==> config.mk <==
export PLATFORM = sky130hd
export DESIGN_NAME = time_set_entry
export DESIGN_NICKNAME = d
export VERILOG_FILES = /design/src/rtl/time_set_entry.sv
export SDC_FILE = /design/constraint.sdc
export NUM_CORES = 1
export LEC_CHECK = 0
export BUFFER_PORTS_ARGS = -buffer_cell sky130_fd_sc_hd__buf_2
export CORE_ASPECT_RATIO = 0.9
export CORE_MARGIN = 2
export CORE_UTILIZATION = 50
export CTS_BUF_LIST = sky130_fd_sc_hd__clkbuf_4 sky130_fd_sc_hd__clkbuf_8
export DETAILED_ROUTE_END_ITERATION = 8
export PLACE_DENSITY = 0.76
export SETUP_SLACK_MARGIN = 0.15
export SYNTH_ARGS = -nofsm -noshare
export SYNTH_HDL_FRONTEND = slang
export SYNTH_SLANG_ARGS = --single-unit
==> constraint.sdc <==
create_clock -name CLK -period 5.1 [get_ports CLK]
set_input_delay 0.255 -clock CLK [delete_from_list [all_inputs] [get_ports CLK]]
set_output_delay 0.255 -clock CLK [all_outputs]
set_load 0.05 [all_outputs]
==> src/rtl/time_set_entry.sv <==
// Button-driven BCD time-entry controller. Debounces four buttons, edits an
// hh:mm:ss buffer and, on confirm, strobes hour, minute and second digits out
// on set1:set0 with a one-cycle load per field.
module time_set_entry #(
    parameter int unsigned DEB_CYCLES   = 500000,
    parameter int unsigned REPEAT_DELAY = 25000000,
    parameter int unsigned REPEAT_RATE  = 5000000,
    parameter int unsigned TIMEOUT      = 500000000
) (
    input  logic       CLK,
    input  logic       RST_n,
    input  logic       btn_mode,
    input  logic       btn_up,
    input  logic       btn_down,
    input  logic       btn_ok,
    output logic [3:0] set0,
    output logic [3:0] set1,
    output logic [1:0] field,
    output logic       load,
    output logic       EN_setalarm
);
    localparam int unsigned DCW  = (DEB_CYCLES > 1) ? $clog2(DEB_CYCLES) : 1;
    localparam int unsigned RMAX = (REPEAT_DELAY > REPEAT_RATE) ? REPEAT_DELAY : REPEAT_RATE;
    localparam int unsigned RCW  = $clog2(RMAX + 1);
    localparam int unsigned TCW  = $clog2(TIMEOUT + 1);

    typedef enum logic [2:0] {
        StIdle, StEditHour, StEditMin, StEditSec, StCommit0, StCommit1, StCommit2
    } state_t;

    // Button bit order: 0 mode, 1 up, 2 down, 3 ok.
    logic [3:0]     r_sync1, r_sync2, r_deb;
    logic [DCW-1:0] r_dcnt [4];
    logic [3:0]     w_press;
    // Auto-repeat, index 0 up, 1 down.
    logic [RCW-1:0] r_rcnt [2];
    logic [1:0]     r_rfirst;
    logic [1:0]     w_rep;

    state_t         r_state, w_state_d;
    logic [7:0]     r_buf_h, r_buf_m, r_buf_s;
    logic [7:0]     r_com_h, r_com_m, r_com_s;
    logic [7:0]     r_disp;
    logic [TCW-1:0] r_idle;

    logic           w_ev_mode, w_ev_up, w_ev_dn, w_ev_ok, w_any_ev;
    logic           w_editing, w_copy_in, w_copy_out, w_step, w_step_up;
    logic [1:0]     w_sel;
    logic [7:0]     w_sel_bcd, w_stepped;

    // One BCD step of a {tens, ones} pair; hours wrap at 24, others at 60.
    function automatic logic [7:0] bcd_step(input logic [7:0] v, input logic up,
                                            input logic hour);
        logic [3:0] t, o;
        t = v[7:4];
        o = v[3:0];
        if (up) begin
            if ((hour && t == 4'd2 && o == 4'd3) || (!hour && t == 4'd5 && o == 4'd9))
                return 8'h00;
            else if (o == 4'd9) return {t + 4'd1, 4'd0};
            else return {t, o + 4'd1};
        end else begin
            if (t == 4'd0 && o == 4'd0) return hour ? 8'h23 : 8'h59;
            else if (o == 4'd0) return {t - 4'd1, 4'd9};
            else return {t, o - 4'd1};
        end
    endfunction

    // Synchronize raw buttons, then flip the debounced level after a stable run.
    always_ff @(posedge CLK or negedge RST_n) begin
        if (!RST_n) begin
            r_sync1 <= '0;
            r_sync2 <= '0;
            r_deb   <= '0;
            for (int i = 0; i < 4; i++) r_dcnt[i] <= '0;
        end else begin
            r_sync1 <= {btn_ok, btn_down, btn_up, btn_mode};
            r_sync2 <= r_sync1;
            for (int i = 0; i < 4; i++) begin
                if (r_sync2[i] == r_deb[i]) begin
                    r_dcnt[i] <= '0;
                end else if (r_dcnt[i] == DCW'(DEB_CYCLES - 1)) begin
                    r_deb[i]  <= r_sync2[i];
                    r_dcnt[i] <= '0;
                end else begin
                    r_dcnt[i] <= r_dcnt[i] + DCW'(1);
                end
            end
        end
    end

    // Press event fires in the cycle the debounced level is about to rise.
    always_comb begin
        w_press = '0;
        for (int i = 0; i < 4; i++)
            w_press[i] = r_sync2[i] & ~r_deb[i] & (r_dcnt[i] == DCW'(DEB_CYCLES - 1));
    end

    // Repeat fires REPEAT_DELAY cycles after the press, then every REPEAT_RATE.
    always_comb begin
        w_rep = '0;
        for (int j = 0; j < 2; j++)
            w_rep[j] = r_deb[j+1] & (r_rfirst[j] ? (r_rcnt[j] == RCW'(REPEAT_RATE))
                                                  : (r_rcnt[j] == RCW'(REPEAT_DELAY)));
    end

    // Auto-repeat counters for up/down, cleared whenever the button is released.
    always_ff @(posedge CLK or negedge RST_n) begin
        if (!RST_n) begin
            r_rfirst <= '0;
            for (int j = 0; j < 2; j++) r_rcnt[j] <= '0;
        end else begin
            for (int j = 0; j < 2; j++) begin
                if (w_press[j+1]) begin
                    r_rcnt[j]   <= RCW'(1);
                    r_rfirst[j] <= 1'b0;
                end else if (!r_deb[j+1]) begin
                    r_rcnt[j]   <= '0;
                    r_rfirst[j] <= 1'b0;
                end else if (w_rep[j]) begin
                    r_rcnt[j]   <= RCW'(1);
                    r_rfirst[j] <= 1'b1;
                end else begin
                    r_rcnt[j] <= r_rcnt[j] + RCW'(1);
                end
            end
        end
    end

    assign w_ev_mode = w_press[0];
    assign w_ev_up   = w_press[1] | w_rep[0];
    assign w_ev_dn   = w_press[2] | w_rep[1];
    assign w_ev_ok   = w_press[3];
    assign w_any_ev  = w_ev_mode | w_ev_up | w_ev_dn | w_ev_ok;
    assign w_editing = (r_state == StEditHour) || (r_state == StEditMin) ||
                       (r_state == StEditSec);

    // Field code of the field being edited or committed, and its buffer digits.
    always_comb begin
        w_sel = 2'd0;
        case (r_state)
            StEditHour, StCommit0: w_sel = 2'd2;
            StEditMin,  StCommit1: w_sel = 2'd1;
            default:               w_sel = 2'd0;
        endcase
        w_sel_bcd = r_buf_s;
        case (w_sel)
            2'd2:    w_sel_bcd = r_buf_h;
            2'd1:    w_sel_bcd = r_buf_m;
            default: w_sel_bcd = r_buf_s;
        endcase
        w_stepped = bcd_step(w_sel_bcd, w_step_up, w_sel == 2'd2);
    end

    // Next-state decode and output drive; ok beats mode, and mode beats a step.
    always_comb begin
        w_state_d   = r_state;
        w_copy_in   = 1'b0;
        w_copy_out  = 1'b0;
        w_step      = 1'b0;
        w_step_up   = 1'b0;
        set0        = 4'd0;
        set1        = 4'd0;
        field       = 2'd0;
        load        = 1'b0;
        EN_setalarm = 1'b0;
        case (r_state)
            StIdle: begin
                if (w_ev_mode) begin
                    w_state_d = StEditHour;
                    w_copy_in = 1'b1;
                end
            end
            StEditHour, StEditMin, StEditSec: begin
                EN_setalarm = 1'b1;
                field       = w_sel;
                {set1, set0} = r_disp;
                if (w_ev_ok) begin
                    w_state_d = StCommit0;
                end else if (w_ev_mode) begin
                    w_state_d = (r_state == StEditHour) ? StEditMin :
                                (r_state == StEditMin)  ? StEditSec : StEditHour;
                end else if (w_ev_up ^ w_ev_dn) begin
                    w_step    = 1'b1;
                    w_step_up = w_ev_up;
                end else if (!w_any_ev && r_idle == TCW'(TIMEOUT - 1)) begin
                    w_state_d = StIdle;
                end
            end
            StCommit0, StCommit1, StCommit2: begin
                EN_setalarm  = 1'b1;
                load         = 1'b1;
                field        = w_sel;
                {set1, set0} = w_sel_bcd;
                if (r_state == StCommit0)      w_state_d = StCommit1;
                else if (r_state == StCommit1) w_state_d = StCommit2;
                else begin
                    w_state_d  = StIdle;
                    w_copy_out = 1'b1;
                end
            end
            default: w_state_d = StIdle;
        endcase
    end

    // State, edit buffer, committed copy, display register and idle timer.
    always_ff @(posedge CLK or negedge RST_n) begin
        if (!RST_n) begin
            r_state <= StIdle;
            r_buf_h <= '0;
            r_buf_m <= '0;
            r_buf_s <= '0;
            r_com_h <= '0;
            r_com_m <= '0;
            r_com_s <= '0;
            r_disp  <= '0;
            r_idle  <= '0;
        end else begin
            r_state <= w_state_d;
            r_disp  <= w_sel_bcd;
            if (w_copy_in) begin
                r_buf_h <= r_com_h;
                r_buf_m <= r_com_m;
                r_buf_s <= r_com_s;
            end else if (w_step) begin
                case (w_sel)
                    2'd2:    r_buf_h <= w_stepped;
                    2'd1:    r_buf_m <= w_stepped;
                    default: r_buf_s <= w_stepped;
                endcase
            end
            if (w_copy_out) begin
                r_com_h <= r_buf_h;
                r_com_m <= r_buf_m;
                r_com_s <= r_buf_s;
            end
            if (!w_editing || w_any_ev) r_idle <= '0;
            else                        r_idle <= r_idle + TCW'(1);
        end
    end
endmodule

==> results.cfg, run 1 <==
[timing]
max_freq_mhz = 245
finalSetupTns_ns = 0
rsz0062_at_grt = false
setup_violations = 0
relSlewSlack = 0.323
finalClockSkew_ns = 0.0194
tightest_slew_ns = 1.01
hold_viol = 0
period_minus_slack_ns = 4.08
timing.final.crit_share = 0.801
drv_slew = 0

[final_layout]
area_delta_synth_final_pct = 10.2
drive_gt1_frac = 0.126
fin_area_sq_mm = 0.0128
most-common-layout-cells = dfrtp_1, nor2_1, nand2_1, xor2_1, nand3_1
layout.nets = 1247
mostFrequentLayoutCell = dfrtp_1
antennaDiodeCount = 0

[clock_network]
cts_buffer_depth = 3
cts_buffers = 40
clk-insertion-delay-late_ns = 0.54
cts.clk_slew.worst_paths_ns = 0.06
cts_resized = 0
cts_tree = done
clockRootBuffer = clkbuf_8
cts-htree-levels = 2
post_cts_buffers = 0
cts_sinks = 228

[floorplan]
die_area_sq_mm = 0.0245
start_util = 0.513
core_sq_mm = 0.0226
die-width_microns = 165
die-height_microns = 149
io_pins = 18
core.rowCount = 52

[yosys]
synth_top_family_by_area = simple AND/OR/NAND/NOR gates
synth.area.mux_share = 0.0326
ys_ff_latch = 228
synth-xor-area-share = 0.107
syn_area_sq_mm = 0.0116
synth_compound_area_frac = 0.0652
synth_nets = 1221
async_flop_share = 1.00
synthSimpleGateAreaFrac = 0.245
synth_edf_count = 0
ys_seq_area_frac = 0.491
syn_inst = 1190
ys_types = 72
yosysWarnings = 0
synthAdderAreaFrac = 0.0269
avgSynthCellArea_sq_um = 9.77
yosys_most_used_dff = dfrtp_1

[global_routing]
use_met3 = 0.0399
top_usage_layer = met1
antenna_found_initial = 0
grt_max_degree = 118
use_met2 = 0.297
grt_pass1_vias = 8276
gr-total-overflow = 0
grt_pass1_wl_microns = 40500
grt_usage = 0.201
grt_use_met1 = 0.300

[critical_path]
required_ns = 5.52
cp_data_arrival_time_ns = 4.51
worstSetupEndpointType = flop
reg2reg_slack_ns = 1.02
start_kind = flop
crit_path_max_fanout = 22
r2r-end = r_buf_s[1]$_DFFE_PN0P_
critPathKind = reg -> reg
reg2regPathDepth = 12
r2r_start = r_state[2]$_DFFE_PN0P_

[placement]
numPortBuffers = 17
hpwl_microns = 15400
place.gp.congestion = 0.870
post_dp_cell_area_sq_mm = 0.0119

[routing]
vias = 8424
drc = 0
wl_microns = 23200
dr.pass1.iters = 5
vias_per_cell = 5.46
wl_per_cell_microns = 15.0
drt_iter0_markers = 688
drtAntennaViolNets = 0

[pwr]
power.leakage_nw = 5.53
irDropWorstVdd_mv = 0.209
pwr_density_cell_mw_per_mm2 = 288

[min_path]
hold_path_end = r_sync1[0]$_DFF_PN0_
worstHoldStart = btn_mode
hold_path_class = in -> reg
hold_depth = 2

[outcome]
status = finished clean

[run]
cap_violations = 0
[cell families after synthesis]
logic type                 Yosys count
and+or+nand+nor                    567
DFF                                228
xor gates and xnor gates           142
AOI/OAI and AO/OA                  112
buffers and inverters               82
muxes                               34
adders and majority gates           25
[per-stage QoR]
stage          power [mW]  hold WS, ns  utilization  instances  worst slack (ns)
2_1_floorplan        1.89      -0.0406            -       1190              1.68
3_3_place_gp         1.93        0.333        0.525       1466              1.24
3_5_place_dp         1.93        0.342        0.525       1466              1.12
4_1_cts              3.75        0.312        0.565       1543              1.07
5_1_grt              3.85        0.324        0.565       1543             0.701
6_report             3.69        0.350        0.565       1543              1.02
[cell usage after synthesis, types with 13 or more instances]
library cell,instances,share of area
dfrtp_1,228,0.49
o21ai_0,28,0.012
and3_1,43,0.023
xnor2_1,66,0.050
clkbuf_1,15,0.0048
nand2_1,85,0.027
buf_2,13,0.0056
nor2_1,210,0.068
nor3_1,30,0.013
nand3_1,73,0.031
mux2_2,31,0.030
a21oi_1,24,0.010
ha_1,25,0.027
nand4_1,37,0.020
xor2_1,76,0.057
inv_1,41,0.013
[critical path: stages, from the launching register on]
cell      delay (ns)
dfrtp_1         0.76
xor2_1          0.20
nand2b_1        0.12
ha_1            0.73
o21ai_0         0.31
inv_1           0.20
ha_1            0.21
inv_1           0.10
nor3_1          0.53
a22oi_1         0.17
a32oi_2         0.26
o21ai_1         0.09
mux2_2          0.28
[power by group]
group	internal [mW]	switching [mW]
sequential	1.82	0.00958
clock	1.05	0.736
combinational	0.0163	0.0531
total	2.89	0.798
[sequential cells by signal, summed over array words and instances (netlist names)]
register	cells
r_rcnt	50
r_idle	29
r_state	3
r_dcnt	76
r_deb	4
r_buf_s	8
r_buf_h	8
r_com_m	8
r_sync1	4
r_com_s	8
r_com_h	8
r_disp	8
r_rfirst	2
r_sync2	4
r_buf_m	8
[final cells by class]
type / instances / area, sq um
multi-input combinational: 880 / 5540
sequential: 228 / 5710
inverter: 43 / 161
tap: 297 / 372
timing repair buffer: 23 / 165
clock inverter: 9 / 103
clock buffer: 63 / 761
fill: 1983 / 9840
[metal layers]
metal | vias up | part of all wire
met3 | 36 | 0.040
met1 | 4086 | 0.50
met4 | 0 | 0.018
met2 | 138 | 0.44
met5 | - | 0
li1 | 4164 | -
[timing repair]
item,in CTS,in global routing
endpoints found under the hold margin,115,0
hold buffers,5,0
setup endpoints to repair,0,0
[how the worst max path moves through the flow]
stage	from	endpoint	slack, ns	depth (start not counted)
CTS	r_state[2]$_DFFE_PN0P_	r_buf_s[1]$_DFFE_PN0P_	1.07	12
floorplan	r_state[2]$_DFFE_PN0P_	r_buf_h[1]$_DFFE_PN0P_	1.68	15
finish	r_state[2]$_DFFE_PN0P_	r_buf_s[1]$_DFFE_PN0P_	1.02	12
global route	r_state[2]$_DFFE_PN0P_	r_buf_s[1]$_DFFE_PN0P_	0.70	12
detailed placement	r_state[2]$_DFFE_PN0P_	r_buf_s[1]$_DFFE_PN0P_	1.12	12
global placement	r_state[2]$_DFFE_PN0P_	r_buf_s[1]$_DFFE_PN0P_	1.24	12
(Power assumes the default switching activity.)
==> run 2: changes to the inputs <==
--- a/config.mk
+++ b/config.mk
@@ -11,7 +11,7 @@
 export CORE_UTILIZATION = 50
 export CTS_BUF_LIST = sky130_fd_sc_hd__clkbuf_4 sky130_fd_sc_hd__clkbuf_8
 export DETAILED_ROUTE_END_ITERATION = 8
-export PLACE_DENSITY = 0.76
+export PLACE_DENSITY = 0.78
 export SETUP_SLACK_MARGIN = 0.15
 export SYNTH_ARGS = -nofsm -noshare
 export SYNTH_HDL_FRONTEND = slang
==> constraint.sdc (replaced) <==
create_clock -name CLK -period 3.5 [get_ports CLK]
set_input_delay 0.175 -clock CLK [delete_from_list [all_inputs] [get_ports CLK]]
set_output_delay 0.175 -clock CLK [all_outputs]
set_load 0.05 [all_outputs]
==> results.cfg, run 2 (synthesis results as in run 1) <==
[global_routing]
antenna_found_initial = 0
use_met2 = 0.309
grt_pass1_vias = 8524
grt_usage = 0.201
use_met3 = 0.0354
top_usage_layer = met2
grt_max_degree = 107
gr-total-overflow = 0
grt_pass1_wl_microns = 40400
grt_use_met1 = 0.292

[routing]
wl_per_cell_microns = 15.2
drc = 0
vias = 8721
wl_microns = 23900
vias_per_cell = 5.53
drtAntennaViolNets = 0
dr.pass1.iters = 5
drt_iter0_markers = 637

[floorplan]
io_pins = 18
die_area_sq_mm = 0.0245
die-width_microns = 165
core_sq_mm = 0.0226
core.rowCount = 52
die-height_microns = 149
start_util = 0.513

[critical_path]
timing.critical_path.mode_cell = buf_4
path_buf_inv = 3
path_cells = buf_4 > xor2_1 > nand2b_1 > ha_2 > buf_4 > o21a_1 > inv_1 > ha_1 > and3_1 > a21oi_2 > a311oi_1 > or3_1 > nand3_1
critPathTopFamily = simple AND/OR/NAND/NOR gates
crit_path_max_incr_delay_ns = 0.41
start_kind = flop
slowest_stage = ha_2
cp_data_arrival_time_ns = 3.72
critPathKind = reg -> reg
worstSetupEndpointType = flop
reg2regPathDepth = 13
required_ns = 3.97
crit_path_max_fanout = 12
cp.depth = 13

[timing]
relSlewSlack = 0.379
finalClockSkew_ns = 0.0212
max_freq_mhz = 307
hold_ws_ns = 0.250
drv_slew = 0
setup_violations = 0
tightest_slew_ns = 0.908
timing.final.crit_share = 0.929
hold_viol = 0
finalSetupTns_ns = 0
rsz0062_at_grt = true
period_minus_slack_ns = 3.25

[pwr]
irDropWorstVdd_mv = 0.274
power.leakage_nw = 5.74
pwr_density_cell_mw_per_mm2 = 420

[placement]
dp.cells = 1494
place.gp.congestion = 0.949
hpwl_microns = 16100
numPortBuffers = 17

[final_layout]
area_delta_synth_final_pct = 13.5
final_cells = 1576
top_regs = r_dcnt (76), r_rcnt (50), r_idle (29)
most-common-layout-cells = dfrtp_1, nor2_1, nand2_1, xor2_1, nand3_1
final_core_util = 0.582
antennaDiodeCount = 0
multi_input_comb_area_sq_mm = 0.00559
drive_gt1_frac = 0.158
mostFrequentLayoutCell = dfrtp_1
regMostFlops = r_dcnt
regArea_sq_mm = 0.00571
nFillCells = 1913
largest_reg_flops = 76
layout.nets = 1279

[clock_network]
cts_sinks = 228
cts.clk_slew.worst_paths_ns = 0.06
cts-htree-levels = 2
cts_tree = done
cts_buffers = 40
clockRootBuffer = clkbuf_8
cts_buffer_depth = 3
clk-insertion-delay-late_ns = 0.55

[min_path]
hold_path_class = in -> async

[outcome]
status = finished clean

[run]
cap_violations = 0
==> run 2: changes by cell type in the layout (fill, tap and decap cells not counted), sizes merged <==
cell	before	now
buf	18	50
clkinvlp	3	1
inv	43	45
bufinv	2	3
clkbuf	63	62
clkinv	4	5
==> run 2: per-stage QoR <==
stage                     area (sq um)  power [mW]  setup WS [ns]
after floorplan                  11600        2.75          0.166
after global placement           12100        2.82          0.183
after detailed placement         12100        2.82          0.205
after CTS                        13100        5.60          0.160
after global routing             13200        5.74         0.0944
final                            13200        5.54          0.247
==> run 2: power by group <==
part           internal [mW]  switching, mW
registers               2.65         0.0141
logic                 0.0269         0.0782
clock network           1.67           1.09
==> run 2: what timing repair did <==
item / CTS / global route
endpoints found under the hold margin: 107 / 0
gates resized for setup: 1 / 17
setup endpoints to repair: 2 / 25
pin swaps: 0 / 6
buffers inserted: 0 / 4
hold buffers: 5 / 0
==> run 2: final cells by class <==
class	instances	area share
Clock buffer	62	0.0600
Tap cell	297	0.0282
Sequential cell	228	0.433
Inverter	43	0.0122
Multi-Input combinational cell	880	0.424
Timing Repair Buffer	55	0.0320
Clock inverter	11	0.0108
==> run 2: layer usage <==
metal	vias to the layer above	routed length, microns
li1	4225	-
met1	4246	11300
met2	211	10900
met3	39	1370
met4	0	403
met5	-	0
==> run 2: final timing paths <==
check / startpoint / to / slack (ns)
max in group asynchronous: RST_n / r_buf_s[3]$_DFFE_PN0P_ / 2.37
min: RST_n / r_dcnt[31]$_DFF_PN0_ / 0.25
min in group CLK: btn_down / r_sync1[2]$_DFF_PN0_ / 0.28
min reg2reg: r_sync1[2]$_DFF_PN0_ / r_sync2[2]$_DFF_PN0_ / 0.35
max: r_state[0]$_DFFE_PN0P_ / r_buf_s[2]$_DFFE_PN0P_ / 0.25
max reg2reg: r_state[0]$_DFFE_PN0P_ / r_buf_s[2]$_DFFE_PN0P_ / 0.25
==> run 3: changes to the inputs <==
--- a/config.mk
+++ b/config.mk
@@ -5,6 +5,7 @@
 export SDC_FILE = /design/constraint.sdc
 export NUM_CORES = 1
 export LEC_CHECK = 0
+export ABC_AREA = 1
 export BUFFER_PORTS_ARGS = -buffer_cell sky130_fd_sc_hd__buf_2
 export CORE_ASPECT_RATIO = 0.9
 export CORE_MARGIN = 2
==> results.cfg, run 3 <==
[floorplan]
die-width_microns = 174
core.rowCount = 55
core_sq_mm = 0.0253
die_area_sq_mm = 0.0273
io_pins = 18
start_util = 0.513
die-height_microns = 157

[critical_path]
slowest_stage = dfrtp_1
start_kind = flop
crit_path_max_fanout = 9
reg2reg_slack_ns = 0.43
reg2regPathDepth = 19
path_cells = nor2_1 > inv_1 > nor2_1 > inv_1 > nand2_1 > ha_1 > buf_4 > nand2_1 > nand3_1 > nand2_4 > o21ai_2 > clkbuf_4
worstSetupEndpointType = output pin
r2r_start = r_state[2]$_DFFE_PN0P_
critPathCapture = set0[2]
critPathKind = reg -> out
cp_data_arrival_time_ns = 2.96
crit_path_max_incr_delay_ns = 0.45
required_ns = 3.32
r2r-end = r_buf_h[5]$_DFFE_PN0P_
worstSetupStartpoint = r_state[1]$_DFFE_PN0P_

[routing]
drc = 0
wl_per_cell_microns = 13.8
wl_met1_microns = 13300
top_layer_used = met4
vias_per_cell = 5.27
drtAntennaViolNets = 0
wl_microns = 28300
vias = 10800
drt_iter0_markers = 776
wl_met3_microns = 1560
met2_length_microns = 12900
dr.pass1.iters = 5

[yosys]
synth_top_area_frac = 0.439
ys_ff_latch = 228
synth_edf_count = 0
syn_inst = 1637
yosys-top-cells-area = dfrtp_1, nand2_1, nor2_1
async_flop_share = 1.00
avgSynthCellArea_sq_um = 7.94
synth_nets = 1668
synth_top_area_cell = dfrtp_1
ys_types = 56
syn_area_sq_mm = 0.0130
ys_seq_area_frac = 0.439
synth.most_common_cell = nand2_1
yosysWarnings = 0
yosys-top-cells-count = nand2_1, dfrtp_1, nor2_1
yosys_most_used_dff = dfrtp_1

[final_layout]
drive_gt1_frac = 0.127
antennaDiodeCount = 0
area_delta_synth_final_pct = 10.5
largest_reg_flops = 76
most-common-layout-cells = nand2_1, dfrtp_1, nor2_1, inv_1, nand3_1
regMostFlops = r_dcnt
final_cells = 2050
layout.nets = 1717
top_regs = r_dcnt (76), r_rcnt (50), r_idle (29)
mostFrequentLayoutCell = nand2_1

[timing]
setup_violations = 0
max_freq_mhz = 319
hold_viol = 0
rsz0062_at_grt = false
setup_ws_ns = 0.364
period_minus_slack_ns = 3.14
tightest_slew_ns = 0.949
timing.final.crit_share = 0.896
finalClockSkew_ns = 0.0447
finalSetupTns_ns = 0
relSlewSlack = 0.367
drv_slew = 0

[placement]
dp.cells = 1981
place.gp.congestion = 0.913
numPortBuffers = 17
pre_cts_slack_ns = 0.126
hpwl_microns = 19900

[clock_network]
cts_sinks = 228
cts_buffer_depth = 3
post_cts_buffers = 0
cts.clk_slew.worst_paths_ns = 0.06
cts_buffers = 40
cts-htree-levels = 2
clockRootBuffer = clkbuf_8
clk-insertion-delay-late_ns = 0.55
cts_tree = done

[run]
cap_violations = 0

[outcome]
status = finished clean

[global_routing]
grt_pass1_wl_microns = 49300
grt_pass1_vias = 10522
grt_usage = 0.215
gr-total-overflow = 0
grt_max_degree = 107
antenna_found_initial = 0

[pwr]
pwr_density_cell_mw_per_mm2 = 380
power.leakage_nw = 6.67
irDropWorstVdd_mv = 0.255

[min_path]
hold_path_class = in -> reg
==> run 3: cell types whose count changed after synthesis, sizes merged, moves of 31 or more <==
cell   previous run  this run
xnor2            66        15
and3             43         5
nor2            212       243
mux2             31         0
nand3            73       122
nand2            90       409
inv              43       217
nor3             34        74
==> run 3: layout make-up <==
cell class | instances | area [sq um]
Fill cell | 2296 | 11000
Multi-Input combinational cell | 1167 | 6330
Sequential cell | 228 | 5710
Inverter | 219 | 830
Clock buffer | 56 | 708
Tap cell | 342 | 428
Timing Repair Buffer | 30 | 223
Clock inverter | 8 | 146
==> run 3: worst min path at each step <==
stage	from	to	slack (ns)	depth (start not counted)
floorplan	RST_n	r_buf_h[0]$_DFFE_PN0P_	-0.12	0
global placement	btn_up	r_sync1[1]$_DFF_PN0_	0.28	1
detailed placement	btn_up	r_sync1[1]$_DFF_PN0_	0.28	1
CTS	btn_down	r_sync1[2]$_DFF_PN0_	0.25	2
global route	btn_down	r_sync1[2]$_DFF_PN0_	0.26	2
finish	btn_down	r_sync1[2]$_DFF_PN0_	0.27	2
==> run 3: power breakdown <==
group          internal, mW  switching [mW]  total (mW)
Sequential             2.65          0.0134        2.67
Clock                  1.59            1.10        2.69
Combinational        0.0272          0.0832       0.110
Total                  4.27            1.19        5.47
==> run 3: metal layers <==
layer,GRT usage,vias up
met5,0,-
met4,0.0648,0
met3,0.0353,44
met2,0.350,272
met1,0.297,5118
li1,-,5366
==> run 3: metrics by stage <==
stage / hold WS (ns) / utilization / cell area [sq um] / power [mW]
final: 0.274 / 0.567 / 14400 / 5.47
after global routing: 0.263 / 0.567 / 14400 / 5.65
after CTS: 0.245 / 0.566 / 14300 / 5.52
after detailed placement: 0.285 / 0.530 / 13400 / 2.82
after global placement: 0.285 / 0.530 / 13400 / 2.82
after floorplan: -0.121 / - / 13000 / 2.75
==> run 3: logic make-up (layout without fill, tap and decap cells) <==
group	Yosys count	in the layout	synth area share
and+or+nand+nor	950	950	0.359
AOI/OAI and AO/OA	121	121	0.0524
xor gates and xnor gates	71	71	0.0478
adders and majority gates	25	25	0.0241
DFF	228	228	0.439
buffers and inverters	242	313	0.0774
==> run 3: critical path: cells and delay by family, from the launching register on <==
family,cells,cell delay (ns)
AOI/OAI and AO/OA,1,0.26
and+or+nand+nor,6,0.75
buffers and inverters,4,0.69
adders and majority gates,1,0.30
DFF,1,0.45
==> run 3: what timing repair did <==
action,CTS,global route
gates resized for setup,4,10
hold buffers,5,0
endpoints found under the setup margin,10,30
endpoints found under the hold margin,106,0
